`src/rtl/mips_pkg.sv`:
```
// Shared constants and arbiter FSM encoding for the register-file write path.
package mips_pkg;

  localparam int unsigned MIPS_AW    = 5;
  localparam int unsigned MIPS_WIDTH = 32;

  typedef enum logic [1:0] {
    ST_IDLE  = 2'd0,
    ST_PEND  = 2'd1,
    ST_DRAIN = 2'd2
  } arb_state_e;

endpackage

```
`src/rtl/wb_result_fifo.sv`:
```
// In-order buffer of MDU write-back results with per-entry destination visibility.
module wb_result_fifo
  import mips_pkg::*;
#(
  parameter int unsigned DEPTH = 2,
  parameter int unsigned AW    = MIPS_AW,
  parameter int unsigned WIDTH = MIPS_WIDTH
) (
  input  logic                      clk,
  input  logic                      rst,
  input  logic                      i_push,
  input  logic                      i_pop,
  input  logic [AW-1:0]             i_reg,
  input  logic [WIDTH-1:0]          i_data,
  output logic [AW-1:0]             o_head_reg,
  output logic [WIDTH-1:0]          o_head_data,
  output logic [$clog2(DEPTH):0]    o_count,
  output logic [DEPTH-1:0]          o_ent_vld,
  output logic [DEPTH-1:0][AW-1:0]  o_ent_reg
);

  localparam int unsigned PW = $clog2(DEPTH);
  localparam int unsigned CW = PW + 1;

  logic [PW-1:0]            r_wptr;
  logic [PW-1:0]            r_rptr;
  logic [CW-1:0]            r_count;
  logic [DEPTH-1:0]         r_vld;
  logic [DEPTH-1:0][AW-1:0] r_reg;
  logic [WIDTH-1:0]         r_data [DEPTH];
  logic                     w_push;
  logic                     w_pop;

  assign w_push = i_push && (r_count < CW'(DEPTH));
  assign w_pop  = i_pop && (r_count != '0);

  // Pointers, occupancy and valid mask; push and pop never target the same slot.
  always_ff @(posedge clk) begin
    if (rst) begin
      r_wptr  <= '0;
      r_rptr  <= '0;
      r_count <= '0;
      r_vld   <= '0;
    end else begin
      if (w_push) begin
        r_wptr        <= r_wptr + PW'(1);
        r_vld[r_wptr] <= 1'b1;
      end
      if (w_pop) begin
        r_rptr        <= r_rptr + PW'(1);
        r_vld[r_rptr] <= 1'b0;
      end
      r_count <= r_count + CW'(w_push) - CW'(w_pop);
    end
  end

  always_ff @(posedge clk) begin
    if (w_push) begin
      r_reg[r_wptr]  <= i_reg;
      r_data[r_wptr] <= i_data;
    end
  end

  assign o_head_reg  = r_reg[r_rptr];
  assign o_head_data = r_data[r_rptr];
  assign o_count     = r_count;
  assign o_ent_vld   = r_vld;
  assign o_ent_reg   = r_reg;

endmodule

```
`src/rtl/regfile_write_arbiter.sv`:
```
// Shares the register-file write port between pipeline write-back and buffered MDU
// results; pipeline wins, a starvation counter forces a drain stall.
module regfile_write_arbiter
  import mips_pkg::*;
#(
  parameter int unsigned DEPTH        = 2,
  parameter int unsigned STARVE_LIMIT = 4,
  parameter int unsigned WIDTH        = MIPS_WIDTH,
  parameter int unsigned AW           = MIPS_AW
) (
  input  logic                   clk,
  input  logic                   rst,
  input  logic                   W_regWrite_W,
  input  logic [AW-1:0]          W_writeReg_W,
  input  logic [WIDTH-1:0]       W_Result_W,
  input  logic                   mdu_valid,
  output logic                   mdu_ready,
  input  logic [AW-1:0]          mdu_reg,
  input  logic [WIDTH-1:0]       mdu_data,
  output logic                   rf_we,
  output logic [AW-1:0]          rf_wa,
  output logic [WIDTH-1:0]       rf_wd,
  output logic                   stall_o,
  input  logic [AW-1:0]          src_rs,
  input  logic [AW-1:0]          src_rt,
  output logic                   pend_hit,
  output logic [$clog2(DEPTH):0] buf_count
);

  localparam int unsigned CW = $clog2(DEPTH) + 1;
  localparam int unsigned SW = $clog2(STARVE_LIMIT + 1);

  arb_state_e               r_state;
  arb_state_e               w_state_nxt;
  logic [SW-1:0]            r_starve;
  logic [SW-1:0]            w_starve_nxt;
  logic                     r_stall;
  logic                     w_pipe_req;
  logic                     w_push;
  logic                     w_pop;
  logic                     w_pend_hit;
  logic [CW-1:0]            w_count;
  logic [CW-1:0]            w_count_nxt;
  logic [AW-1:0]            w_head_reg;
  logic [WIDTH-1:0]         w_head_data;
  logic [DEPTH-1:0]         w_ent_vld;
  logic [DEPTH-1:0][AW-1:0] w_ent_reg;

  wb_result_fifo #(
    .DEPTH (DEPTH),
    .AW    (AW),
    .WIDTH (WIDTH)
  ) u_fifo (
    .clk         (clk),
    .rst         (rst),
    .i_push      (w_push),
    .i_pop       (w_pop),
    .i_reg       (mdu_reg),
    .i_data      (mdu_data),
    .o_head_reg  (w_head_reg),
    .o_head_data (w_head_data),
    .o_count     (w_count),
    .o_ent_vld   (w_ent_vld),
    .o_ent_reg   (w_ent_reg)
  );

  // Grant: pipeline first, then buffer head; nothing writes while in reset.
  assign w_pipe_req  = !rst && W_regWrite_W && (W_writeReg_W != '0);
  assign w_pop       = !rst && !w_pipe_req && (w_count != '0);
  assign mdu_ready   = !rst && (w_count < CW'(DEPTH));
  assign w_push      = mdu_valid && mdu_ready && (mdu_reg != '0);
  assign w_count_nxt = w_count + CW'(w_push) - CW'(w_pop);

  assign rf_we     = w_pipe_req || w_pop;
  assign rf_wa     = w_pipe_req ? W_writeReg_W : w_head_reg;
  assign rf_wd     = w_pipe_req ? W_Result_W : w_head_data;
  assign stall_o   = r_stall;
  assign buf_count = w_count;
  assign pend_hit  = w_pend_hit;

  always_comb begin
    w_pend_hit = 1'b0;
    for (int i = 0; i < int'(DEPTH); i++) begin
      if (w_ent_vld[i] && (w_ent_reg[i] != '0) &&
          ((w_ent_reg[i] == src_rs) || (w_ent_reg[i] == src_rt))) begin
        w_pend_hit = 1'b1;
      end
    end
  end

  always_ff @(posedge clk) begin
    if (rst) begin
      r_state  <= ST_IDLE;
      r_starve <= '0;
      r_stall  <= 1'b0;
    end else begin
      r_state  <= w_state_nxt;
      r_starve <= w_starve_nxt;
      r_stall  <= (w_state_nxt == ST_DRAIN);
    end
  end

  // Starvation counting and IDLE/PEND/DRAIN sequencing.
  always_comb begin
    w_state_nxt  = r_state;
    w_starve_nxt = r_starve;
    if ((r_state == ST_DRAIN) || w_pop) begin
      w_starve_nxt = '0;
    end else if (w_pipe_req && (w_count != '0) && (r_starve < SW'(STARVE_LIMIT))) begin
      w_starve_nxt = r_starve + SW'(1);
    end
    unique case (r_state)
      ST_IDLE: begin
        if (w_push) w_state_nxt = ST_PEND;
      end
      ST_PEND: begin
        if (w_count_nxt == '0) w_state_nxt = ST_IDLE;
        else if (w_starve_nxt >= SW'(STARVE_LIMIT)) w_state_nxt = ST_DRAIN;
      end
      ST_DRAIN: begin
        if (w_count_nxt == '0) w_state_nxt = ST_IDLE;
      end
      default: w_state_nxt = ST_IDLE;
    endcase
  end

endmodule

```
`config.mk`:
```
export PLATFORM = sky130hd
export DESIGN_NAME = regfile_write_arbiter
export DESIGN_NICKNAME = d
export VERILOG_FILES = /design/src/rtl/mips_pkg.sv /design/src/rtl/wb_result_fifo.sv /design/src/rtl/regfile_write_arbiter.sv
export SDC_FILE = /design/constraint.sdc
export NUM_CORES = 1
export LEC_CHECK = 0
export BUFFER_PORTS_ARGS = -buffer_cell sky130_fd_sc_hd__buf_2
export CORE_MARGIN = 1
export CORE_UTILIZATION = 51
export CTS_BUF_LIST = sky130_fd_sc_hd__clkbuf_4 sky130_fd_sc_hd__clkbuf_8
export CTS_CLUSTER_DIAMETER = 100
export DETAILED_ROUTE_END_ITERATION = 12
export GPL_TIMING_DRIVEN = 0
export PLACE_DENSITY = 0.81
export SYNTH_ARGS = -nofsm -noshare
export SYNTH_HDL_FRONTEND = slang
export SYNTH_SLANG_ARGS = --single-unit
```
`constraint.sdc`:
```
create_clock -name clk -period 4 [get_ports clk]
set_input_delay 0.8 -clock clk [delete_from_list [all_inputs] [get_ports clk]]
set_output_delay 0.8 -clock clk [all_outputs]
set_load 0.01 [all_outputs]
```
==> results of run 1 <==
through the flow:
| stage | area, um2 | TNS, ns |
|---|---|---|
| 6_report | 4975 | 0 |
| 5_1_grt | 4975 | 0 |
| 4_1_cts | 4975 | 0 |
| 3_5_place_dp | 4782 | 0 |
| 3_3_place_gp | 4720 | -15.25 |
| 2_1_floorplan | 3950 | 0 |
final timing paths:
path | start | endpoint | slack, ns | depth (start not counted)
max | W_writeReg_W[3] | rf_wd[11] | 0.81 | 7
min | r_starve[1]$_SDFF_PP0_ | r_starve[1]$_SDFF_PP0_ | 0.49 | 2
max reg2reg | u_fifo.o_count[1]$_SDFF_PP0_ | stall_o$_SDFF_PP0_ | 1.53 | 9
min reg2reg | r_starve[1]$_SDFF_PP0_ | r_starve[1]$_SDFF_PP0_ | 0.49 | 2
critical path, stage by stage:
cell      delay (ns)
buf_2           0.11
or4_4           0.54
o21a_1          0.21
buf_6           0.14
clkbuf_2        0.21
o21ai_0         0.23
buf_2           0.16
report_power, final:
part | internal (mW) | total, mW | leakage (nW) | switching, mW
clock network | 0.290 | 0.600 | 0.0961 | 0.311
logic | 0.181 | 0.418 | 1.04 | 0.237
registers | 1.05 | 1.08 | 0.784 | 0.0307
total | 1.52 | 2.10 | 1.92 | 0.578
placed cells by master (no fill, tap or decap), types with 3 or more instances in the layout:
cell type,synthesis,layout
buf_2,5,134
edfxtp_1,74,74
o21ai_0,42,42
nand2_1,39,39
mux2i_1,37,37
xor2_1,21,21
dfxtp_1,13,13
nor2_1,13,11
clkbuf_8,0,9
nor3_1,6,6
inv_1,5,5
clkbuf_1,5,5
ha_1,5,5
nor2b_1,4,4
xnor2_1,4,4
or4_1,3,3
a21oi_1,3,3
o22ai_1,3,3
o21ba_2,3,3
metal layers:
layer / up-vias / routed length (um)
met5: - / 0
met4: 0 / 102
met3: 10 / 506
met2: 114 / 4290
met1: 1353 / 3771
li1: 1427 / -
final cells by class:
type                    count  area [um2]  area share
plain buffers              15       80.08     0.01610
clock inverters             6       68.82     0.01383
flip-flops and latches     87        2482      0.4990
repair buffers            131       693.2      0.1393
clock buffers               9       123.9     0.02490
inverters                   5       18.77    0.003773
multi-input cells         204        1384      0.2782
well taps                  99       123.9     0.02490
cells by family (layout without fill, tap and decap cells):
logic type,after synthesis,count (layout),share of synthesized area
flops,87,87,0.6284
simple gates,71,71,0.08172
compound gates,66,66,0.09978
mux,37,37,0.09376
xor+xnor,25,25,0.05543
buf+inv,20,166,0.02502
fa+ha+maj,5,5,0.01584
==> impl_metrics.tcl, run 1 <==
set metrics [dict create \
    clock_sinks 87 \
    synth_flop_cell "edfxtp_1" \
    cts_max_path_buffers 2 \
    cts.clk_slew.worst_paths_ns 0.08 \
    outcome "finished clean" \
    syn_area_um2 3950 \
    nFillCells 563 \
    syn_to_final_growth_pct 25.94 \
    cts-htree-levels 3 \
    synth-edff-count 74 \
    hold_slack_ns 0.4917 \
    grt_pass1_vias 2926 \
    num_rows 31 \
    period_needed_ns 3.191 \
    drive_gt1_frac 0.3567 \
    syn_avg_cell_area_um2 12.70 \
    num_vias 2904 \
    die_width_um 90.01 \
    leakagePower_nw 1.916 \
    pin_count 131 \
    final-instance-count-excl-fill 556 \
    cp-start-kind "input pin" \
    worst_pin_slew_ns 0.7360 \
    post-route-util 0.6750 \
    min_path_type "flip-flop to flip-flop" \
    vias_per_cell 5.223 \
    skew_ns 0.01770 \
    grt_use_met3 0.04738 \
    async_reset_ff_frac 0 \
    core_area_um2 7370 \
    setup_viol 0 \
    worstSkewPairLatency_ns 0.35 \
    grt_pass1_wl_um 13600 \
    ys_seq_elements 87 \
    slew_viol_final 0 \
    relSlewSlack 0.5094 \
    cts_tree "yes" \
    diodes 0 \
    antenna_found_initial 0 \
    dp_cells 541 \
    postRouteAntennaNets 0 \
    nets 546 \
    gp_congestion 0.9167 \
    drtPass1Iterations 5 \
    ys_top_cells_by_count "74 x edfxtp_1, 42 x o21ai_0, 39 x nand2_1, 37 x mux2i_1, 21 x xor2_1" \
    fin_ws_ns 0.8087 \
    cp_max_fo 10 \
    yosys.area.top_type "edfxtp_1" \
    cts_resized 0 \
    power_density_nw_per_um2 421.5 \
    grt_max_degree 26 \
    fin_crit_sh 0.7978 \
    met2_usage 0.3696 \
    hold_buffers 0 \
    numCtsBuffers 9 \
    grtUsageMet1 0.2688 \
    synth_cells 311 \
    worstPathRequired_ns 3.20 \
    max_freq_mhz 313.3 \
    dpl.hpwl_um 6344 \
    ir_drop_mv 0.2392 \
    yosysMostFrequentCell "edfxtp_1" \
    grt_overflow_total 0 \
    wl_um 8670 \
    wire_per_inst_um 15.59 \
    drc 0 \
    synth_area_leaders "edfxtp_1 56%, mux2i_1 9.4%, dfxtp_1 6.6%" \
    yosysSeqAreaShare 0.6284 \
    total_power_mw 2.097 \
    drt_iter0_drc 183 \
    die_y_um 90.01 \
    initial_core_util 0.5360 \
    fp.dieArea_um2 8101 \
    place_ws_ns 0.7006 \
    synth_top_area_share 0.5626 \
    cap_violations 0 \
    grt_setup_unrepaired "no" \
    largest_register_ff_count 64 \
    post_cts_buffers 0 \
    hold_viol_final 0 \
    busiest_layer "met2" \
    end_kind "output pin" \
    synth.net_count 404 \
    yosysWarningCount 0 \
    worstSetupPathType "input pin to output pin" \
    worst_ep_arrival_time_ns 2.39 \
    gr-usage-all-layers 0.2162 \
    ys_types 36 \
    io_buffer_count 129 \
    cts-root-buf "clkbuf_8" \
]
No activity file was read; power rests on OpenSTA's default activity.
==> run 2, diff against run 1 <==
--- a/config.mk
+++ b/config.mk
@@ -7,12 +7,12 @@
 export LEC_CHECK = 0
 export BUFFER_PORTS_ARGS = -buffer_cell sky130_fd_sc_hd__buf_2
 export CORE_MARGIN = 1
-export CORE_UTILIZATION = 51
+export CORE_UTILIZATION = 47
 export CTS_BUF_LIST = sky130_fd_sc_hd__clkbuf_4 sky130_fd_sc_hd__clkbuf_8
 export CTS_CLUSTER_DIAMETER = 100
 export DETAILED_ROUTE_END_ITERATION = 12
 export GPL_TIMING_DRIVEN = 0
-export PLACE_DENSITY = 0.81
+export PLACE_DENSITY = 0.78
 export SYNTH_ARGS = -nofsm -noshare
 export SYNTH_HDL_FRONTEND = slang
 export SYNTH_SLANG_ARGS = --single-unit
==> constraint.sdc (replaced) <==
create_clock -name clk -period 2.9 [get_ports clk]
set_input_delay 0.58 -clock clk [delete_from_list [all_inputs] [get_ports clk]]
set_output_delay 0.58 -clock clk [all_outputs]
set_load 0.01 [all_outputs]
==> run 2 against run 1 <==
  * Count of clock-buffer cells in the layout unchanged
  * Register-to-register slack got worse by 1.0 ns
  * Global-route usage decreased by 1.6 points
  * Critical path type unchanged
  * Critical endpoint is now rf_wd[6]
  * Highest routed layer unchanged
==> impl_metrics.tcl, run 2 (same netlist as run 1, synthesis figures left out) <==
set metrics [dict create \
    final-seq-area_um2 2482 \
    wire_per_inst_um 14.90 \
    worst_pin_slew_ns 0.7415 \
    grt_pass1_wl_um 13030 \
    crit_path_max_incr_delay_ns 0.54 \
    hold_viol_final 0 \
    crit_path_top_delay_cell "or4_4" \
    fin_setup_tns_ns 0 \
    skew_ns 0.01479 \
    nFillCells 640 \
    max_freq_mhz 365.7 \
    core_area_um2 8175 \
    min_path_type "input pin to flip-flop" \
    final-instance-count-excl-fill 565 \
    io_buffer_count 129 \
    dpl-instance-area_um2 4797 \
    worstPathRequired_ns 2.32 \
    fin_area_um2 5039 \
    cp-start-kind "input pin" \
    cts_max_path_buffers 2 \
    cts-root-buf "clkbuf_8" \
    die_y_um 93.68 \
    largest_register_ff_count 64 \
    place_ws_ns -0.2314 \
    clock_sinks 87 \
    cts.clk_slew.worst_paths_ns 0.09 \
    cts_resized 0 \
    cts_tree "yes" \
    cp_max_fo 10 \
    drc 0 \
    relSlewSlack 0.5057 \
    cap_violations 0 \
    cts-htree-levels 3 \
    vias_per_cell 5.156 \
    cp_common_cell "buf_2" \
    gp_congestion 0.9562 \
    power_density_nw_per_um2 593.9 \
    syn_to_final_growth_pct 27.56 \
    worst_ep_arrival_time_ns 2.15 \
    fin_crit_sh 0.9428 \
    grt_pass1_vias 2791 \
    hold_slack_ns 0.4147 \
    end_kind "output pin" \
    drive_gt1_frac 0.3609 \
    crit_chain "buf_2 > or4_4 > o21a_1 > buf_6 > clkbuf_2 > o21ai_0 > buf_2" \
    total_power_mw 2.993 \
    wl_um 8417 \
    worstSkewPairLatency_ns 0.35 \
    diodes 0 \
    multiInputGateArea_um2 1384 \
    antenna_found_initial 0 \
    grt_max_degree 22 \
    drt_iter0_drc 75 \
    gr-usage-all-layers 0.2000 \
    drtPass1Iterations 5 \
    final_cell_mix "134 x buf_2, 74 x edfxtp_1, 42 x o21ai_0" \
    die_width_um 93.68 \
    initial_core_util 0.4832 \
    post_cts_buffers 0 \
    num_vias 2913 \
    nets 548 \
    setup_viol 0 \
    fp.dieArea_um2 8775 \
    worstSetupPathType "input pin to output pin" \
    pin_count 131 \
    dp_cells 547 \
    grt_overflow_total 0 \
    outcome "finished clean" \
    period_needed_ns 2.734 \
    postRouteAntennaNets 0 \
    final_common_cell "buf_2" \
    hold_buffers 0 \
    ir_drop_mv 0.4658 \
    slew_viol_final 0 \
    dpl.hpwl_um 6226 \
    numCtsBuffers 9 \
    grt_setup_unrepaired "no" \
    post-route-util 0.6163 \
    leakagePower_nw 1.948 \
    fin_ws_ns 0.1659 \
    num_rows 33 \
]
## run 2: path summary, 6_finish.rpt
check / startpoint / to / slack (ns) / cells after the start
max: W_writeReg_W[3] / rf_wd[6] / 0.17 / 7
min: mdu_data[7] / u_fifo.r_data[0][7]$_DFFE_PP_ / 0.41 / 1
max reg2reg: u_fifo.o_count[1]$_SDFF_PP0_ / stall_o$_SDFF_PP0_ / 0.49 / 9
min reg2reg: r_starve[1]$_SDFF_PP0_ / r_starve[1]$_SDFF_PP0_ / 0.49 / 2
## run 2: critical path: cells and delay by family
kind                   cells  cell delay, ns
buffers and inverters      4            0.61
AND/OR/NAND/NOR            1            0.54
AO/OA/AOI/OAI              2            0.42
## run 2: report_power, final
group	switching [mW]	total, mW	internal (mW)
Combinational	0.319	0.572	0.253
Clock	0.437	0.935	0.497
Sequential	0.0406	1.49	1.44
## run 2: cell type report
cell class                 count  area share
timing repair buffer         133      0.1420
buffer                        15     0.01589
clock buffer                   9     0.02458
tap                          105     0.02607
multi-input combinational    204      0.2746
sequential                    87      0.4927
clock inverter                 7     0.02036
inverter                       5    0.003725
## run 2: layer usage
layer | GRT usage | vias to the layer above | routed length [um]
met5 | 0 | - | 0
met4 | 0.08205 | 0 | 64
met3 | 0.05178 | 6 | 583
met2 | 0.3303 | 114 | 4130
met1 | 0.2503 | 1362 | 3639
li1 | - | 1431 | -
==> run 3, diff against run 2 <==
--- a/config.mk
+++ b/config.mk
@@ -5,14 +5,14 @@
 export SDC_FILE = /design/constraint.sdc
 export NUM_CORES = 1
 export LEC_CHECK = 0
-export BUFFER_PORTS_ARGS = -buffer_cell sky130_fd_sc_hd__buf_2
 export CORE_MARGIN = 1
-export CORE_UTILIZATION = 47
+export CORE_UTILIZATION = 51
 export CTS_BUF_LIST = sky130_fd_sc_hd__clkbuf_4 sky130_fd_sc_hd__clkbuf_8
 export CTS_CLUSTER_DIAMETER = 100
 export DETAILED_ROUTE_END_ITERATION = 12
+export DONT_BUFFER_PORTS = 1
 export GPL_TIMING_DRIVEN = 0
-export PLACE_DENSITY = 0.78
+export PLACE_DENSITY = 0.69
 export SYNTH_ARGS = -nofsm -noshare
 export SYNTH_HDL_FRONTEND = slang
 export SYNTH_SLANG_ARGS = --single-unit
==> run 3 against run 2 <==
  * Sequential share of layout area increased by 7.9 points
  * Maximum frequency increased by 4.7%
  * Non-clock buffer count decreased by 131
  * Final cell count decreased by 24%
  * Critical path depth increased by 2
  * Clock skew increased by 0.0045 ns
  * Core utilization decreased by 2.7 points
  * Setup slack improved by 0.12 ns
  * Combinational power decreased by 26%
  * Largest cell class unchanged
==> impl_metrics.tcl, run 3 (same netlist as run 1, synthesis figures left out) <==
set metrics [dict create \
    switchingPower_uw 787.6 \
    internal-power_mw 1.939 \
    wire_per_inst_um 18.04 \
    reg2reg_from "u_fifo.o_count[1]$_SDFF_PP0_" \
    cts-root-buf "clkbuf_8" \
    num_rows 31 \
    grt_pass1_wl_um 11990 \
    ir_drop_mv 0.3914 \
    sequentialPowerShare 0.547 \
    slew_viol_final 0 \
    cts_tree "yes" \
    post_cts_buffers 0 \
    gp_congestion 0.8710 \
    max_freq_mhz 383.0 \
    hp-start "mdu_data[29]" \
    setup_viol 0 \
    p_clk_frac 0.298 \
    power_density_nw_per_um2 628.3 \
    worstSetupPathType "input pin to flip-flop" \
    leakagePower_nw 1.400 \
    postRouteAntennaNets 0 \
    drc 0 \
    grt_max_degree 21 \
    final_cell_mix "74 x edfxtp_1, 42 x o21ai_0, 39 x nand2_1" \
    pin_count 131 \
    hold_buffers 0 \
    min_path_type "input pin to flip-flop" \
    cts-htree-levels 3 \
    dpl.hpwl_um 5681 \
    sw_frac_of_total 0.2888 \
    syn_to_final_growth_pct 9.883 \
    drtPass1Iterations 4 \
    cts_resized 0 \
    cp-startpoint "mdu_reg[0]" \
    dp_cells 412 \
    num_vias 2401 \
    core_area_um2 7370 \
    die_width_um 90.01 \
    skew_ns 0.01927 \
    largest_register_ff_count 64 \
    wl_um 7722 \
    grt_pass1_vias 2318 \
    cp_max_fo 4 \
    grt_overflow_total 0 \
    io_buffer_count 0 \
    gr-usage-all-layers 0.1958 \
    worst_pin_slew_ns 0.7259 \
    diodes 0 \
    fin_ws_ns 0.2894 \
    numCtsBuffers 9 \
    place_ws_ns -0.08584 \
    worstPathRequired_ns 3.14 \
    antenna_found_initial 0 \
    cap_violations 0 \
    final_common_cell "edfxtp_1" \
    outcome "finished clean" \
    worstSkewPairLatency_ns 0.36 \
    clock_sinks 87 \
    cts_max_path_buffers 2 \
    die_y_um 90.01 \
    vias_per_cell 5.610 \
    end_kind "flip-flop" \
    cts.clk_slew.worst_paths_ns 0.11 \
    grt_setup_unrepaired "no" \
    hold_viol_final 0 \
    drt_iter0_drc 73 \
    relSlewSlack 0.5161 \
    fp.dieArea_um2 8101 \
    worst_ep_arrival_time_ns 2.85 \
    fin_crit_sh 0.9002 \
    cp-start-kind "input pin" \
    final-instance-count-excl-fill 428 \
    period_needed_ns 2.611 \
    initial_core_util 0.5360 \
    drive_gt1_frac 0.1064 \
    nets 417 \
    comb_power_share 0.155 \
]
## run 3: cell types whose count changed in the layout (fill, tap and decap cells not counted), sizes merged
cell	previous run	this run
buf	141	10
bufinv	2	0
clkinv	2	3
clkinvlp	0	1
## run 3: critical path, cell delays in order
cell	delay, ns
or4_1	0.56
o211ai_1	0.50
ha_1	0.34
inv_1	0.06
ha_1	0.15
xnor2_1	0.13
xnor2_1	0.10
o211ai_1	0.29
o32ai_1	0.14
## run 3: area by class of cell
type	count	area, um2
plain buffers	15	80.08
clock buffers	9	123.9
clock inverters	7	72.57
fillers	605	3029
inverters	5	18.77
multi-input cells	204	1384
flip-flops and latches	87	2482
well taps	99	123.9
repair buffers	2	55.05
## run 3: metal layers
metal | wire [um] | global-route usage | vias to the layer above
li1 | - | - | 1169
met1 | 3246 | 0.2391 | 1131
met2 | 3735 | 0.3162 | 93
met3 | 646 | 0.07699 | 8
met4 | 93 | 0.06855 | 0
met5 | 0 | 0 | -
## run 3: power groups by stage
stage	Clock, mW	Sequential [mW]	Combinational, mW
after floorplan	0	1.51	0.333
after global placement	0	1.52	0.403
after detailed placement	0	1.52	0.427
after CTS	0.835	1.49	0.429
after global routing	0.889	1.50	0.470
final	0.812	1.49	0.423
## run 3: stage by stage
stage                     setup TNS, ns  power (mW)  hold WS (ns)  cell area [um2]    util
final                                 0       2.727        0.3028             4340  0.5890
after global routing                  0       2.861        0.2776             4340  0.5890
after CTS                             0       2.757        0.2901             4340  0.5890
after floorplan                  -18.80       1.843        0.4500             3950       -
after detailed placement        -0.2161       1.949        0.4890             4144  0.5623
after global placement           -95.11       1.926        0.4601             4074  0.5528
## run 3: path summary, 6_finish.rpt
path              slack [ns]  depth (start not counted)                              to
hold / removal          0.30                          0  u_fifo.r_data[1][29]$_DFFE_PP_
setup reg to reg        0.47                          9              stall_o$_SDFF_PP0_
hold reg to reg         0.49                          2          r_starve[1]$_SDFF_PP0_
setup / recovery        0.29                          9              stall_o$_SDFF_PP0_
